===== src/rtl/operand_fwd_unit.sv =====
// Operand forwarding unit: resolves NUM_SRC EX operands from RF, EX/MEM, MEM/WB and a
// one-entry write-back delay buffer, and sequences load-use stalls. Define
// OPERAND_FWD_STATS_EN to add saturating forwarding/stall statistics counters.
module operand_fwd_unit #(
  parameter int XLEN              = 64,
  parameter int NUM_SRC           = 2,
  parameter int REG_ADDR_W        = 5,
  parameter int LOAD_STALL_CYCLES = 1
) (
  input  logic                          clk,
  input  logic                          rst_n,
  input  logic                          hold_i,
  input  logic [NUM_SRC*REG_ADDR_W-1:0] ex_src_i,
  input  logic [NUM_SRC*XLEN-1:0]       ex_rf_val_i,
  input  logic [NUM_SRC*REG_ADDR_W-1:0] id_src_i,
  input  logic [NUM_SRC-1:0]            id_use_i,
  input  logic [REG_ADDR_W-1:0]         idex_rd_i,
  input  logic                          idex_memread_i,
  input  logic [REG_ADDR_W-1:0]         exmem_rd_i,
  input  logic                          exmem_regwrite_i,
  input  logic [XLEN-1:0]               exmem_val_i,
  input  logic [REG_ADDR_W-1:0]         memwb_rd_i,
  input  logic                          memwb_regwrite_i,
  input  logic [XLEN-1:0]               memwb_val_i,
  output logic [NUM_SRC*XLEN-1:0]       op_val_o,
  output logic [NUM_SRC*2-1:0]          fwd_sel_o,
  output logic                          stall_o,
  output logic                          bubble_o
`ifdef OPERAND_FWD_STATS_EN
  ,
  output logic [31:0]                   fwd_exmem_cnt_o,
  output logic [31:0]                   fwd_memwb_cnt_o,
  output logic [31:0]                   stall_cnt_o
`endif
);

  localparam logic [1:0] SEL_RF    = 2'b00;
  localparam logic [1:0] SEL_MEMWB = 2'b01;
  localparam logic [1:0] SEL_EXMEM = 2'b10;
  localparam logic [1:0] SEL_WBD   = 2'b11;

  typedef enum logic {RUN, STALL} state_t;

  state_t                state;
  logic [3:0]            cnt;
  logic                  wbd_valid;
  logic [REG_ADDR_W-1:0] wbd_rd;
  logic [XLEN-1:0]       wbd_val;
  logic                  hazard;

  // Youngest producer wins; x0 is never forwarded so its RF value passes through.
  always_comb begin
    fwd_sel_o = '0;
    op_val_o  = ex_rf_val_i;
    for (int i = 0; i < NUM_SRC; i++) begin
      if (ex_src_i[i*REG_ADDR_W +: REG_ADDR_W] != '0) begin
        if (exmem_regwrite_i && exmem_rd_i != '0 &&
            exmem_rd_i == ex_src_i[i*REG_ADDR_W +: REG_ADDR_W]) begin
          fwd_sel_o[i*2 +: 2]      = SEL_EXMEM;
          op_val_o[i*XLEN +: XLEN] = exmem_val_i;
        end else if (memwb_regwrite_i && memwb_rd_i != '0 &&
                     memwb_rd_i == ex_src_i[i*REG_ADDR_W +: REG_ADDR_W]) begin
          fwd_sel_o[i*2 +: 2]      = SEL_MEMWB;
          op_val_o[i*XLEN +: XLEN] = memwb_val_i;
        end else if (wbd_valid && wbd_rd == ex_src_i[i*REG_ADDR_W +: REG_ADDR_W]) begin
          fwd_sel_o[i*2 +: 2]      = SEL_WBD;
          op_val_o[i*XLEN +: XLEN] = wbd_val;
        end else begin
          fwd_sel_o[i*2 +: 2]      = SEL_RF;
        end
      end
    end
  end

  always_comb begin
    hazard = 1'b0;
    if (idex_memread_i && idex_rd_i != '0) begin
      for (int i = 0; i < NUM_SRC; i++) begin
        if (id_use_i[i] && id_src_i[i*REG_ADDR_W +: REG_ADDR_W] == idex_rd_i)
          hazard = 1'b1;
      end
    end
  end

  // While counting down, the load has already left EX, so new hazards are not re-evaluated.
  assign stall_o  = (state == STALL) || hazard;
  assign bubble_o = stall_o;

  always_ff @(posedge clk) begin
    if (!rst_n) begin
      state     <= RUN;
      cnt       <= '0;
      wbd_valid <= 1'b0;
      wbd_rd    <= '0;
      wbd_val   <= '0;
    end else if (!hold_i) begin
      if (memwb_regwrite_i && memwb_rd_i != '0) begin
        wbd_valid <= 1'b1;
        wbd_rd    <= memwb_rd_i;
        wbd_val   <= memwb_val_i;
      end else begin
        wbd_valid <= 1'b0;
      end
      case (state)
        RUN: begin
          if (hazard && LOAD_STALL_CYCLES > 1) begin
            cnt   <= 4'(LOAD_STALL_CYCLES - 1);
            state <= STALL;
          end
        end
        STALL: begin
          cnt <= cnt - 4'd1;
          if (cnt == 4'd1)
            state <= RUN;
        end
        default: state <= RUN;
      endcase
    end
  end

`ifdef OPERAND_FWD_STATS_EN
  logic [2:0] n_exmem;
  logic [2:0] n_memwb;

  always_comb begin
    n_exmem = '0;
    n_memwb = '0;
    for (int i = 0; i < NUM_SRC; i++) begin
      case (fwd_sel_o[i*2 +: 2])
        SEL_EXMEM:        n_exmem = n_exmem + 3'd1;
        SEL_MEMWB, SEL_WBD: n_memwb = n_memwb + 3'd1;
        default: ;
      endcase
    end
  end

  function automatic logic [31:0] sat_add(input logic [31:0] a, input logic [2:0] b);
    logic [32:0] s;
    s = {1'b0, a} + {30'b0, b};
    return s[32] ? 32'hFFFF_FFFF : s[31:0];
  endfunction

  always_ff @(posedge clk) begin
    if (!rst_n) begin
      fwd_exmem_cnt_o <= '0;
      fwd_memwb_cnt_o <= '0;
      stall_cnt_o     <= '0;
    end else if (!hold_i) begin
      if (!bubble_o) begin
        fwd_exmem_cnt_o <= sat_add(fwd_exmem_cnt_o, n_exmem);
        fwd_memwb_cnt_o <= sat_add(fwd_memwb_cnt_o, n_memwb);
      end
      if (stall_o)
        stall_cnt_o <= sat_add(stall_cnt_o, 3'd1);
    end
  end
`endif

endmodule


===== config.mk =====
export PLATFORM = sky130hd
export DESIGN_NAME = operand_fwd_unit
export DESIGN_NICKNAME = d
export VERILOG_FILES = /design/src/rtl/operand_fwd_unit.sv
export SDC_FILE = /design/constraint.sdc
export NUM_CORES = 1
export LEC_CHECK = 0
export BUFFER_PORTS_ARGS = -buffer_cell sky130_fd_sc_hd__buf_4
export CELL_PAD_IN_SITES_DETAIL_PLACEMENT = 0
export CELL_PAD_IN_SITES_GLOBAL_PLACEMENT = 1
export CORE_UTILIZATION = 29
export CTS_BUF_LIST = sky130_fd_sc_hd__clkbuf_8
export DETAILED_ROUTE_END_ITERATION = 10
export GPL_ROUTABILITY_DRIVEN = 0
export PLACE_DENSITY_LB_ADDON = 0.1
export REMOVE_ABC_BUFFERS = 1
export SETUP_SLACK_MARGIN = 0.2
export SLEW_MARGIN = 0
export SYNTH_ARGS = -nofsm -noshare
export SYNTH_HDL_FRONTEND = slang
export SYNTH_SLANG_ARGS = --single-unit

===== constraint.sdc =====
create_clock -name clk -period 1.9 [get_ports clk]
set_input_delay 0.19 -clock clk [delete_from_list [all_inputs] [get_ports clk]]
set_output_delay 0.19 -clock clk [all_outputs]
set_load 0.01 [all_outputs]

==> run summary, run 1 <==
fmax: 373 MHz
Buf/Inv on CP: 3
switching power: 1.98 mW
mapped cell area: 0.00844 mm2
first-pass GRT wire length: 70500 um
PD cells: 382 mW/mm2
failing checks: setup timing
Worst Tran Pin Value: 0.898 ns
post-synthesis cell count: 1234
count of pins over their slew limit: 0
IO buf count: 432
CTS max path bufs: 2
Crit path largest cell delay: 0.38 ns
largest net degree at the start of global routing: 76
initial core utilization: 0.294
GRT overflow: 0
CP Class: reg -> out
Pre-Repair DR Iteration Count: 5
# H-tree levels: 3
Crit path required time: 1.71 ns
register bit count reported by yosys: 75
DRT iter0 DRCs: 962
CTS tree: built
P_leak: 5.55 nW
Clock power frac: 0.209
std cell rows: 62
CP most frequent cell: buf_4
Warnings, synthesis: 0
Die ar.: 0.0298 mm2
worst-path fanout max: 66
flop2flop setup slack: 0.64 ns
min-delay src: memwb_val_i[35]
fin crit share: 1.41
total global-route track usage: 0.300
Rel. slew slack: 0.401
Final ANT Viol Nets: 0
clk_lat worst skew: 0.37 ns
run status: finished, violations left
R2R cell count: 4
Gate power share: 0.482
drt total wl: 47900 um
Avg Inst Size Synth: 6.84 um2
Final HPWL DP: 32000 um
register area share after synthesis: 0.178
Slowest-stage cell, CP: nor4_2
nets: 1956
die span in x: 173 um
Clock transition at path regs: 0.09 ns
fin area: 0.0142 mm2
Root Driver: clkbuf_8
initial antenna violation count: 0
fraction of layout cells with a size suffix above 1: 0.451
# diodes: 0
minimum clock period: 2.68 ns
clock sink count: 75
final worst slack: -0.782 ns
Hold Vio Cnt, Final: 0
vias in the first global route: 11800
Vias: 11900
Int Pwr: 3.46 mW
Max Cap Violations: 0
setup violators final: 132
die height: 173 um
RSZ-0062 raised after global routing: yes
Worst Hold Depth: 3
crit path DAT: 2.49 ns
Critical Path Start Type: flip-flop
worst hold slack: 0.0797 ns
Flop pwr share: 0.309
Placed Area: 0.0127 mm2
DRC errors left: 0
CTS Buf Count: 9
Hold Crit Endpoint: wbd_val[35]$_SDFFE_PN0P_
Distinct cells, synth: 40
Top-Level Pins: 433
Crit path max-delay family: buffers and inverters
CP cell instances: xor2_1 > nor4_2 > buf_4 > nand3b_1 > buf_12 > a221oi_1 > o31ai_1 > buf_4
Peak VDD IR: 184 uV
Avg Vias per Cell: 5.83
Final Skew: 0.00999 ns
FF-to-FF End: cnt[2]$_SDFFE_PN0P_
switching share of power: 0.364
Hold Path Class: in -> reg
Worst Setup End Kind: output pin
core footprint: 0.0287 mm2
Layout area overhead: 68.6%
reg-to-reg critical path startpoint: state$_SDFFE_PN0N_
routed length per instance: 23.5 um
## worst register-to-register path: stages (launching register included)
cell,delay (ns)
dfxtp_1,0.40
nor2b_1,0.36
nand2_1,0.12
xnor2_1,0.13
and2_1,0.14
## cells in the mapped netlist
master	count	area [um2]
a211oi_1	64	480
a21boi_0	31	233
a21boi_1	39	293
a21oi_1	3	15.0
a221oi_1	64	561
a22oi_1	128	961
a31oi_1	1	6.26
and2_1	3	18.8
and3_1	1	6.26
buf_1	4	15.0
buf_2	27	135
buf_4	4	30.0
buf_6	11	124
clkbuf_1	98	368
dfxtp_1	75	1500
ha_1	2	25.0
inv_1	2	7.51
nand2_1	207	777
nand2b_1	1	6.26
nand3_1	2	10.0
nand3b_1	1	7.51
nand4_1	3	18.8
nor2_1	201	754
nor2b_1	1	6.26
nor3_1	65	325
nor4_1	5	31.3
nor4b_1	1	8.76
o211a_1	1	10.0
o211ai_1	2	15.0
o21ai_0	2	10.0
o21ai_1	1	5.00
o21bai_1	1	7.51
o22a_1	1	8.76
o31ai_1	78	586
o31ai_2	50	626
or2_1	3	18.8
or2_2	3	18.8
or4_1	5	37.5
xnor2_1	25	219
xor2_1	18	158
## cell families (layout without fill, tap and decap cells)
logic type	Yosys count	in the layout	synth area share
simple gates	502	502	0.242
compound gates	466	466	0.452
buf+inv	146	571	0.0805
flops	75	75	0.178
xor+xnor	43	43	0.0446
fa+ha+maj	2	2	0.00296
## flip-flops by register name (all words and copies together), names as in the netlist
| register | cells |
|---|---|
| wbd_rd | 5 |
| wbd_val | 64 |
| state | 1 |
| cnt | 4 |
| wbd_valid | 1 |
## metrics by stage
stage	power (mW)	setup TNS, ns	cells	setup slack [ns]	util
after global placement	4.11	-61.42	2005	-0.555	0.443
after detailed placement	4.11	-61.95	2005	-0.556	0.443
after CTS	5.37	-89.98	2033	-0.772	0.474
after global routing	5.68	-98.00	2043	-0.885	0.496
final	5.44	-87.57	2043	-0.782	0.496
after floorplan	2.60	-908.89	1090	-7.11	-
## how the worst max path moves through the flow
stage,end,startpoint,cells after the start
6_report,op_val_o[41],wbd_rd[1]$_SDFFE_PN0P_,8
5_1_grt,op_val_o[34],wbd_rd[1]$_SDFFE_PN0P_,8
4_1_cts,op_val_o[41],wbd_rd[2]$_SDFFE_PN0P_,8
3_5_place_dp,op_val_o[93],exmem_rd_i[1],8
3_3_place_gp,op_val_o[41],exmem_rd_i[2],9
2_1_floorplan,op_val_o[0],wbd_rd[2]$_SDFFE_PN0P_,5
## metal layers
metal,vias to the layer above,part of all wire,global-route usage
met5,-,0,0
met4,0,0.033,0.121
met3,92,0.073,0.0471
met2,600,0.48,0.517
met1,5792,0.41,0.372
li1,5423,-,-
## power groups by stage
| stage | sequential (mW) | combinational [mW] | clock (mW) |
|---|---|---|---|
| after floorplan | 1.72 | 0.880 | 0 |
| after global placement | 1.71 | 2.40 | 0 |
| after CTS | 1.68 | 2.52 | 1.17 |
| after global routing | 1.69 | 2.77 | 1.22 |
| final | 1.68 | 2.62 | 1.14 |
| after detailed placement | 1.71 | 2.40 | 0 |
## cell type report
type                       instances  area, um2
tap                              384        480
fill                            2928      14500
timing repair buffer             554       4920
multi-input combinational       1013       7160
clock buffer                      10        138
sequential                        75       1510
inverter                           2       7.51
clock inverter                     5       22.5
## cell usage in the layout, fill, tap and decap left out, drive strengths merged, types with 2 or more instances in the layout
cell / netlist / final
buf: 46 / 548
ha: 2 / 2
xor2: 18 / 18
dfxtp: 75 / 75
and2: 3 / 3
clkinv: 0 / 3
nand4: 3 / 3
o31ai: 128 / 128
a221oi: 64 / 64
a21boi: 70 / 70
xnor2: 25 / 25
nand3: 2 / 2
nand2: 207 / 207
a211oi: 64 / 64
nor4: 5 / 5
clkbuf: 98 / 15
inv: 2 / 4
nor3: 65 / 65
a22oi: 128 / 128
a21oi: 3 / 3
or4: 5 / 5
o211ai: 2 / 2
or2: 6 / 6
nor2: 201 / 201
o21ai: 3 / 3
## timing repair
item	CTS	global route
setup buffers	7	3
setup endpoints to repair	132	132
hold buffers	0	0
gates cloned	6	7
resized for setup	104	78
pin swaps	76	64
No activity file was read; power rests on OpenSTA's default activity.
==> inputs of run 2 (changes only) <==
PLACE_DENSITY = 0.79   (was default)
PLACE_DENSITY_LB_ADDON = default   (was 0.1)
==> run summary, run 2 (same netlist as run 1, synthesis figures left out) <==
Setup TNS Final: -81.13 ns
FILL cells: 2741
switching power: 2.08 mW
final worst slack: -0.728 ns
total global-route track usage: 0.288
CTS tree: built
clock sink count: 75
std cell rows: 62
count of pins over their slew limit: 0
drt total wl: 46300 um
nets: 1980
Flop pwr share: 0.278
Int Pwr: 3.94 mW
Clock power frac: 0.259
minimum clock period: 2.63 ns
Worst Tran Pin Value: 0.724 ns
DRT iter0 DRCs: 894
core footprint: 0.0287 mm2
Max Cap Violations: 0
clk_lat worst skew: 0.37 ns
PD cells: 391 mW/mm2
Placed Area: 0.0129 mm2
Final Skew: 0.00589 ns
commonest non-fill, non-tap cell in the layout: buf_4
worst-path fanout max: 7
run status: finished, violations left
switching share of power: 0.346
Die ar.: 0.0298 mm2
fmax: 381 MHz
Crit path largest cell delay: 0.38 ns
CP Class: reg -> out
vias in the first global route: 12000
Critical Path Start Type: flip-flop
DRC errors left: 0
top register by number of flip-flops: wbd_val
die span in x: 173 um
GRT overflow: 0
Crit path required time: 1.71 ns
fin crit share: 1.38
commonest non-fill, non-tap cells in the layout: buf_4 (503), nand2_1 (207), nor2_1 (195)
P_leak: 5.90 nW
largest registers: wbd_val x64, wbd_rd x5, cnt x4
setup violators final: 132
Final ANT Viol Nets: 0
Hold Path Class: in -> reg
Gate power share: 0.463
Clock transition at path regs: 0.10 ns
Final Util: 0.537
Layout area overhead: 82.6%
Buf/Inv on CP: 5
largest net degree at the start of global routing: 76
# H-tree levels: 3
Pre-Repair DR Iteration Count: 5
fin area: 0.0154 mm2
Avg Vias per Cell: 5.86
Peak VDD IR: 236 uV
initial antenna violation count: 1
Vias: 12100
Crit path max-delay family: buffers and inverters
Hold Vio Cnt, Final: 0
worst hold slack: 0.0677 ns
hold_buf cts: 0
CTS max path bufs: 2
Root Driver: clkbuf_8
Largest register FFs: 64
CTS Buf Count: 9
CP most frequent cell: buf_6
fraction of layout cells with a size suffix above 1: 0.510
initial core utilization: 0.294
RSZ-0062 raised after global routing: yes
IO buf count: 432
Rel. slew slack: 0.517
Final HPWL DP: 31400 um
Slowest-stage cell, CP: dfxtp_4
Worst Setup End Kind: output pin
first-pass GRT wire length: 68600 um
CP cell instances: buf_6 > xnor2_2 > nand4_1 > buf_6 > or2_4 > buf_12 > buf_16 > a211oi_4 > o31ai_2 > buf_4
failing checks: setup timing
Top-Level Pins: 433
routed length per instance: 22.4 um
die height: 173 um
crit path DAT: 2.44 ns
flop2flop setup slack: 0.63 ns
-- run 2: repair_timing --
item,CTS,global route
resized for setup,160,156
endpoints found under the setup margin,147,134
cloned,7,5
pin swaps,98,119
buffers inserted,9,7
-- run 2: per-stage QoR --
step / total power [mW] / setup slack (ns) / std cells
CTS: 5.81 / -0.695 / 2056
global placement: 4.08 / -0.643 / 2024
finish: 6.02 / -0.728 / 2069
global route: 6.28 / -0.834 / 2069
floorplan: 2.60 / -7.11 / 1090
detailed placement: 4.10 / -0.652 / 2024
-- run 2: per-layer routing --
layer	GRT usage	vias to the layer above	wire length, um
li1	-	5491	-
met1	0.351	5900	18900
met2	0.502	623	22700
met3	0.0385	117	3050
met4	0.131	0	1600
met5	0	-	0
-- run 2: worst paths after layout --
check,startpoint,endpoint,cells after the start
max,wbd_rd[1]$_SDFFE_PN0P_,op_val_o[68],10
min,memwb_val_i[12],wbd_val[12]$_SDFFE_PN0P_,3
max reg2reg,state$_SDFFE_PN0N_,cnt[3]$_SDFFE_PN0P_,4
min reg2reg,wbd_val[27]$_SDFFE_PN0P_,wbd_val[27]$_SDFFE_PN0P_,2
-- run 2: worst min-delay path, delay by kind of cell --
kind / cells / cell delay [ns]
buf+inv: 1 / 0.12
simple gates: 1 / 0.05
compound gates: 1 / 0.05
-- run 2: final cells by class --
class / count / area (um2) / area share
clock inverter: 7 / 118 / 0.00763
tap: 384 / 480 / 0.0312
clock buffer: 9 / 124 / 0.00804
multi-input combinational: 1013 / 8000 / 0.519
sequential: 75 / 1510 / 0.0980
inverter: 2 / 7.51 / 0.000487
antenna: 1 / 2.50 / 0.000162
timing repair buffer: 578 / 5180 / 0.336
-- run 2: power groups by stage --
stage | combinational [mW] | clock (mW) | sequential (mW)
after floorplan | 0.880 | 0 | 1.72
after global placement | 2.37 | 0 | 1.71
after detailed placement | 2.39 | 0 | 1.71
after CTS | 2.54 | 1.60 | 1.68
after global routing | 2.93 | 1.66 | 1.69
final | 2.79 | 1.56 | 1.68
